==> config.mk <==
export PLATFORM = sky130hd
export DESIGN_NAME = cordic_iter_core
export DESIGN_NICKNAME = d
export VERILOG_FILES = /design/src/rtl/cordic_iter_core.sv
export SDC_FILE = /design/constraint.sdc
export NUM_CORES = 1
export LEC_CHECK = 0
export ABC_AREA = 1
export ABC_CLOCK_PERIOD_IN_PS = 6500
export BUFFER_PORTS_ARGS = -buffer_cell sky130_fd_sc_hd__buf_4
export CAP_MARGIN = 40
export CORE_MARGIN = 2
export CORE_UTILIZATION = 45
export CTS_BUF_LIST = sky130_fd_sc_hd__clkbuf_2
export DETAILED_ROUTE_END_ITERATION = 10
export GPL_TIMING_DRIVEN = 0
export PLACE_DENSITY = 0.59
export SKIP_CTS_REPAIR_TIMING = 1
export SYNTH_ARGS = -nofsm -noshare
export SYNTH_HDL_FRONTEND = slang
export SYNTH_SLANG_ARGS = --single-unit
==> constraint.sdc <==
create_clock -name clk -period 6.5 [get_ports clk]
set_clock_uncertainty 0.2 [all_clocks]
set_input_delay 0.65 -clock clk [delete_from_list [all_inputs] [get_ports clk]]
set_output_delay 0.65 -clock clk [all_outputs]
set_load 0.01 [all_outputs]
==> src/rtl/cordic_iter_core.sv <==
// Iterative CORDIC engine: one micro-rotation per clock, rotation and
// vectoring modes over the full circle via quadrant pre-rotation.
//
// Ports:
//   clk, rst         clock, synchronous active-high reset
//   start_i          request, accepted when no iteration is in flight
//   mode_i           0 = rotation, 1 = vectoring
//   x_i, y_i         signed WIDTH-bit input vector
//   z_i              signed 16-bit binary angle (0x4000 = +90 deg)
//   n_i              requested micro-rotations, clamped to ITER_MAX
//   busy_o           high from capture until the engine is idle again
//   valid_o          one-cycle result strobe
//   x_o, y_o         signed WIDTH+2-bit results (unscaled by K_n)
//   z_o              signed 16-bit result angle
module cordic_iter_core #(
  parameter int WIDTH    = 16,
  parameter int ITER_MAX = 16
) (
  input  logic                    clk,
  input  logic                    rst,
  input  logic                    start_i,
  input  logic                    mode_i,
  input  logic signed [WIDTH-1:0] x_i,
  input  logic signed [WIDTH-1:0] y_i,
  input  logic signed [15:0]      z_i,
  input  logic [4:0]              n_i,
  output logic                    busy_o,
  output logic                    valid_o,
  output logic signed [WIDTH+1:0] x_o,
  output logic signed [WIDTH+1:0] y_o,
  output logic signed [15:0]      z_o
);

  localparam int W = WIDTH + 2;

  localparam logic [1:0] S_IDLE = 2'd0;
  localparam logic [1:0] S_ITER = 2'd1;
  localparam logic [1:0] S_DONE = 2'd2;

  localparam logic [4:0] N_MAX = 5'(ITER_MAX);

  localparam logic signed [15:0] QTR_P = 16'sh4000;
  localparam logic signed [15:0] QTR_N = 16'shC000;

  function automatic logic signed [15:0] atan_lut(
    input logic [4:0] idx
  );
    case (idx)
      5'd0:    atan_lut = 16'sd8192;
      5'd1:    atan_lut = 16'sd4836;
      5'd2:    atan_lut = 16'sd2555;
      5'd3:    atan_lut = 16'sd1297;
      5'd4:    atan_lut = 16'sd651;
      5'd5:    atan_lut = 16'sd326;
      5'd6:    atan_lut = 16'sd163;
      5'd7:    atan_lut = 16'sd81;
      5'd8:    atan_lut = 16'sd41;
      5'd9:    atan_lut = 16'sd20;
      5'd10:   atan_lut = 16'sd10;
      5'd11:   atan_lut = 16'sd5;
      5'd12:   atan_lut = 16'sd3;
      5'd13:   atan_lut = 16'sd1;
      5'd14:   atan_lut = 16'sd1;
      default: atan_lut = 16'sd0;
    endcase
  endfunction

  logic [1:0]          state;
  logic                mode;
  logic [4:0]          cnt;
  logic [4:0]          n;
  logic signed [W-1:0] x;
  logic signed [W-1:0] y;
  logic signed [15:0]  z;

  logic signed [W-1:0] xe;
  logic signed [W-1:0] ye;
  logic signed [W-1:0] xp;
  logic signed [W-1:0] yp;
  logic signed [15:0]  zp;
  logic [4:0]          n_cap;

  // Quadrant pre-rotation folds the input into |angle| <= 90 deg,
  // the convergence range of the micro-rotation sequence.
  always_comb begin
    xe    = {{2{x_i[WIDTH-1]}}, x_i};
    ye    = {{2{y_i[WIDTH-1]}}, y_i};
    xp    = xe;
    yp    = ye;
    zp    = mode_i ? 16'sd0 : z_i;
    n_cap = (n_i > N_MAX) ? N_MAX : n_i;
    unique case (1'b1)
      (!mode_i && z_i > QTR_P): begin
        xp = -ye;
        yp = xe;
        zp = z_i - QTR_P;
      end
      (!mode_i && z_i < QTR_N): begin
        xp = ye;
        yp = -xe;
        zp = z_i + QTR_P;
      end
      (mode_i && xe[W-1] && !ye[W-1]): begin
        xp = ye;
        yp = -xe;
        zp = QTR_P;
      end
      (mode_i && xe[W-1] && ye[W-1]): begin
        xp = -ye;
        yp = xe;
        zp = QTR_N;
      end
      default: ;
    endcase
  end

  logic signed [W-1:0] xs;
  logic signed [W-1:0] ys;
  logic signed [W-1:0] xn;
  logic signed [W-1:0] yn;
  logic signed [15:0]  at;
  logic signed [15:0]  zn;
  logic                d_pos;

  always_comb begin
    xs    = x >>> cnt;
    ys    = y >>> cnt;
    at    = atan_lut(cnt);
    d_pos = mode ? y[W-1] : !z[15];
    if (d_pos) begin
      xn = x - ys;
      yn = y + xs;
      zn = z - at;
    end else begin
      xn = x + ys;
      yn = y - xs;
      zn = z + at;
    end
  end

  always_ff @(posedge clk) begin
    if (rst) begin
      state   <= S_IDLE;
      busy_o  <= 1'b0;
      valid_o <= 1'b0;
      x_o     <= '0;
      y_o     <= '0;
      z_o     <= '0;
      mode    <= 1'b0;
      cnt     <= '0;
      n       <= '0;
      x       <= '0;
      y       <= '0;
      z       <= '0;
    end else begin
      valid_o <= 1'b0;
      case (state)
        S_ITER: begin
          x <= xn;
          y <= yn;
          z <= zn;
          if (cnt == n - 5'd1) begin
            x_o     <= xn;
            y_o     <= yn;
            z_o     <= zn;
            valid_o <= 1'b1;
            state   <= S_DONE;
          end else begin
            cnt <= cnt + 5'd1;
          end
        end
        default: begin
          // DONE doubles as an accept slot so a held start_i
          // streams one result every n+1 cycles.
          if (start_i) begin
            busy_o <= 1'b1;
            mode   <= mode_i;
            n      <= n_cap;
            cnt    <= '0;
            x      <= xp;
            y      <= yp;
            z      <= zp;
            if (n_cap == 5'd0) begin
              x_o     <= xp;
              y_o     <= yp;
              z_o     <= zp;
              valid_o <= 1'b1;
              state   <= S_DONE;
            end else begin
              state <= S_ITER;
            end
          end else begin
            busy_o <= 1'b0;
            state  <= S_IDLE;
          end
        end
      endcase
    end
  end

endmodule

# After elaboration in Yosys (flattened, before gate mapping)
# Memories as Yosys holds them, arrays and structs flattened. A register that Yosys moved wholly into a read port is not among the register bits.
# Cells that the tools add are included.
# totals
regBits	119
mem_bits_ro	224
out_inout_bits	54
mem_count	1
# mem_list
memory	words	width	rd	rd_clocked_by_memory_dff	write_ports	line	rtl
(no name shown)	16	14	1	1	0	48	case (idx)
# op_classes
add_sub_neg	12
order_cmp	3
n_eq_ne	4
n_shift	2
mux	42
bitwise	1
n_reduce_logical	16
# ops
op	count
two-way mux 18 bit	14
two-way mux 16 bit	9
one-hot mux 18 bit (2 select lines)	2
one-hot mux 16 bit (4 select lines)	1
adder 18 bit	2
negator 16 -> 18 bit	2
>>> shifter 18 x 5 -> 18 bit	2
subtractor 18 bit	2
two-way mux 5 bit	4
adder 16 bit	1
adder 16 bit (second input constant)	1
> comparator 16 bit (second input constant)	1
< comparator 16 x 15 -> 1 bit (second input constant)	1
subtractor 16 bit	1
subtractor 16 bit (second input constant)	1
two-way mux 2 bit	4
two-way mux 4 bit	2
two-way mux 1 bit	6
adder 5 x 1 -> 5 bit (second input constant)	1
equality test 5 bit	1
> comparator 5 bit (second input constant)	1
logical AND 1 bit	5
zero test 5 bit	1
subtractor 5 x 1 -> 5 bit (second input constant)	1
8 further kinds	14

# Longest topological paths before layout
# logic_depth
word_depth	7
ltp_mapped	33

# Worst setup path before layout
# OpenSTA, ideal clock, no wires.
# synth_path
path_kind	reg-to-reg
from	reg cnt[0]
to	reg y[15]
arrival_ps	3626
slack_ps	2546
stages_incl_launch_ff	30
path_buffers	2
synth_period_minus_slack_ps	3954
path_cell_list	dfxtp_1 buf_6 inv_4 buf_6 nand2_1 nand3_1 nand3_1 nand2_1 nand2_1 nand2_1 nor2_2 ha_1 nand3_2 o21ai_4 o21ai_0 xnor2_1 inv_1 ha_1 nand2_1 nor2_1 o21ai_0 o211ai_1 nor2_1 o21ai_0 nand3_1 or2_2 nand3_1 nand3_1 nand2_1 a21oi_1
# synth_via
elab_chain_len	4
word_cells_on_any_way	5
# synth_lines
element	line	rtl
start, declared	70	logic [4:0] cnt;
start signal, assigned	169	cnt <= cnt + 5'd1;
>>> shifter 18 x 5 -> 18 bit *	126	xs = x >>> cnt;
subtractor 18 bit or adder 18 bit (tied branches)	136, 132	
two-way mux 18 bit *	130	if (d_pos) begin
two-way mux 18 bit *	157	case (state)
end signal, assigned	160	y <= yn;
end signal, assigned	181	y <= yp;
end, declared	73	logic signed [W-1:0] y;
# Mark *: on every way between the ends. The rest lies on a longest branch, timed or not.
# A chain may end at the register's enable or synchronous reset.

# Final worst setup path
# layout_path
from	reg y[17]
to	reg y[12]
# layout_via
elab_chain_len	3
# layout_lines
element	line	rtl
two-way mux 1 bit	129	d_pos = mode ? y[W-1] : !z[15];
two-way mux 18 bit	130	
two-way mux 18 bit	157	
# No other way between the ends.

==> summary.txt <==
outcome -> completed
initial antenna violation count -> 1
Final TNS setup -> 0 ps
final setup margin -> 974 ps
Mean Syn Cell Area -> 6.18 um^2
CTS tree -> done
clock root buffer -> clkbuf_2
Pleak -> 6.99 nW
Max H-tree Level -> 4
total clock buffers created by CTS -> 17
Worst Setup SP -> y[17]
switch share -> 51.8%
most common cell after layout, fill and taps aside -> nand2_1
clock tree buffer depth -> 2
Hold EP -> cnt[0]
Post-Syn Area -> 0.0119 mm^2
Pwr Density -> 274 mW/mm^2
drc violations -> 0
Finish-stage setup viols -> 0
RSZ-0062 raised after global routing -> no
Placer Congestion -> 0.990
actual slew at the worst max-slew pin -> 897 ps
I/O Buffers -> 110
Seq cells post-synth -> 133
complex-gate fraction of the synthesized area -> 23.4%
Adder-Cell Fraction of Synth Area -> 7.33%
Post-Place Worst Slack -> 1130 ps
post-synth cell types -> 52
worst reg2reg setup slack -> 970 ps
internal power -> 1.78 mW
main flop type after synthesis -> dfxtp_1
clock share of power -> 15.6%
Final Util -> 51.9%
CP Launch Type -> flop
Critical Path AT -> 5960 ps
HP Class -> in2reg
core area -> 0.0261 mm^2
GRT Util Overall -> 33.0%
CP required -> 6930 ps
reg2reg start -> y[17]
max-slew violation count -> 0
Relative slew margins -> 40.2%
Synth Area in Simple Gates -> 31.0%
dominant combinational cell family by area after synthesis -> simple AND/OR/NAND/NOR gates
CP Class -> reg2reg
peak supply drop -> 0.000155 V
first-pass GRT wire length -> 71,600 um
vias in the first global route -> 12.6k
nets@finish -> 2,190
# IOs -> 111
largest net degree at the start of global routing -> 17
ANT nets after route -> 0
1st-iter DRT viols -> 1,416
GRT Residual Overflow -> 0
R2R depth -> 22
Worst Setup End Kind -> flop
router iterations before antenna repair -> 7
Cells after Synth -> 1,926
die area -> 0.0278 mm^2
DR WL/cell -> 19.7 um
ys async rst share -> 0%
vias per cell -> 5.72
Sink Count -> 133
area delta synth->final -> 13.6%
# Max-Cap Violations -> 0
Die H -> 167 um
worst-skew pair later-pin latency -> 780 ps
worst-path fanout max -> 10
Final Cycle Share -> 85.0%
share of layout cells above drive strength 1 -> 11.4%
Switch Pwr -> 1.92 mW
Tmin final -> 5530 ps
number of synthesized flops with an enable pin -> 0
num rows -> 59
FF-to-FF End -> y[12]
multiplexer share of the synthesized area -> 0%
Initial Utilization -> 45.7%
sequential power share -> 26.0%
Yosys warning total -> 0
Routed WL -> 47,600 um
post-synth net total -> 2,051
vias -> 13.8k
Worst-path clk slew -> 270 ps
Hold Violations, Final -> 0
post-synthesis sequential area ratio -> 22.4%
xor/xnor share of the synthesized area -> 5.37%
die width -> 167 um
hold path startpoint -> rst
hpwl dp -> 38,500 um
most frequent cells in the layout -> nand2_1, inv_1, o21ai_0
Combinational Power Share -> 58.4%
Hold Crit Depth -> 4
fmax -> 181 MHz
-- power groups by stage --
stage | Sequential [mW] | Combinational (mW) | Clock (mW)
after CTS | 0.960 | 2.12 | 0.584
final | 0.963 | 2.17 | 0.578
after global placement | 0.976 | 2.11 | 0
after global routing | 0.966 | 2.39 | 0.609
after detailed placement | 0.976 | 2.11 | 0
after floorplan | 0.934 | 1.55 | 0
-- cell usage after synthesis, types with 6 or more instances --
library cell / number / share of area [%]
a31oi_1: 8 / 0.42
a21oi_2: 6 / 0.44
o21ai_0: 208 / 8.7
xnor2_1: 26 / 1.9
o31ai_1: 6 / 0.38
nand2_1: 442 / 14
nand2_2: 9 / 0.47
nand3_1: 200 / 8.4
a21o_1: 8 / 0.50
nand3_2: 11 / 0.92
buf_4: 6 / 0.38
o21ai_1: 15 / 0.63
nand4_1: 16 / 0.84
inv_2: 13 / 0.41
nor3_1: 13 / 0.55
dfxtp_1: 133 / 22
a21oi_1: 131 / 5.5
clkbuf_1: 52 / 1.6
o211ai_1: 21 / 1.3
o22ai_1: 18 / 0.95
inv_1: 212 / 6.7
nor2_1: 133 / 4.2
ha_1: 65 / 6.8
o21bai_1: 46 / 2.9
buf_2: 20 / 0.84
or2_2: 7 / 0.37
xor2_1: 47 / 3.5
-- through the flow --
step / power, mW / instances / instance area (um^2) / hold slack [ps]
4_1_cts: 3.67 / 2403 / 13400 / -128
3_5_place_dp: 3.09 / 2371 / 13200 / 275
3_3_place_gp: 3.08 / 2371 / 13200 / 277
2_1_floorplan: 2.49 / 1926 / 11900 / 245
5_1_grt: 3.97 / 2417 / 13500 / 33.2
6_report: 3.71 / 2417 / 13500 / 2.51
-- layer usage --
metal  GRT usage (%)  part of all wire, %  up-vias
li1                -                    -     6706
met1            45.1                   43     6432
met2            54.4                   46      603
met3            3.45                  7.3       85
met4            11.3                  3.4        0
met5               0                    0        -
-- critical path, cell delays in order (launching register included) --
cell	delay [ps]
dfxtp_1	360
buf_2	280
nand2_1	110
o21ai_2	270
clkinv_1	660
clkbuf_1	520
clkbuf_1	410
nand2_1	120
o21ai_0	190
fa_1	470
nand2_1	70
inv_1	50
o21ai_0	150
nand2_1	110
nand2_1	70
nand2_1	90
inv_1	60
nor2_1	30
nor2_1	190
o21ai_0	210
xor2_1	220
o21ai_0	440
a21oi_1	120
-- cell families after synthesis --
group	after synthesis
AND/OR/NAND/NOR	849
AO/OA/AOI/OAI	489
buffers and inverters	314
flip-flops	133
XOR/XNOR	73
adder cells (fa/ha/maj)	68
-- worst max-delay path by stage --
stage                     endpoint  cells past startpoint
after floorplan              y[15]                     29
after global placement     y_o[12]                     22
after detailed placement   y_o[12]                     22
after CTS                  y_o[12]                     22
after global routing         y[12]                     22
final                        y[12]                     22
-- final cells by class --
class,instances,area [um^2]
clock buffers,17,85.1
clock inverters,15,185
flip-flops and latches,133,2660
multi-input cells,1479,8000
inverters,229,862
plain buffers,85,389
well taps,335,419
repair buffers,120,926
diodes,4,10.0
fillers,2796,12500
(Power assumes the default switching activity.)
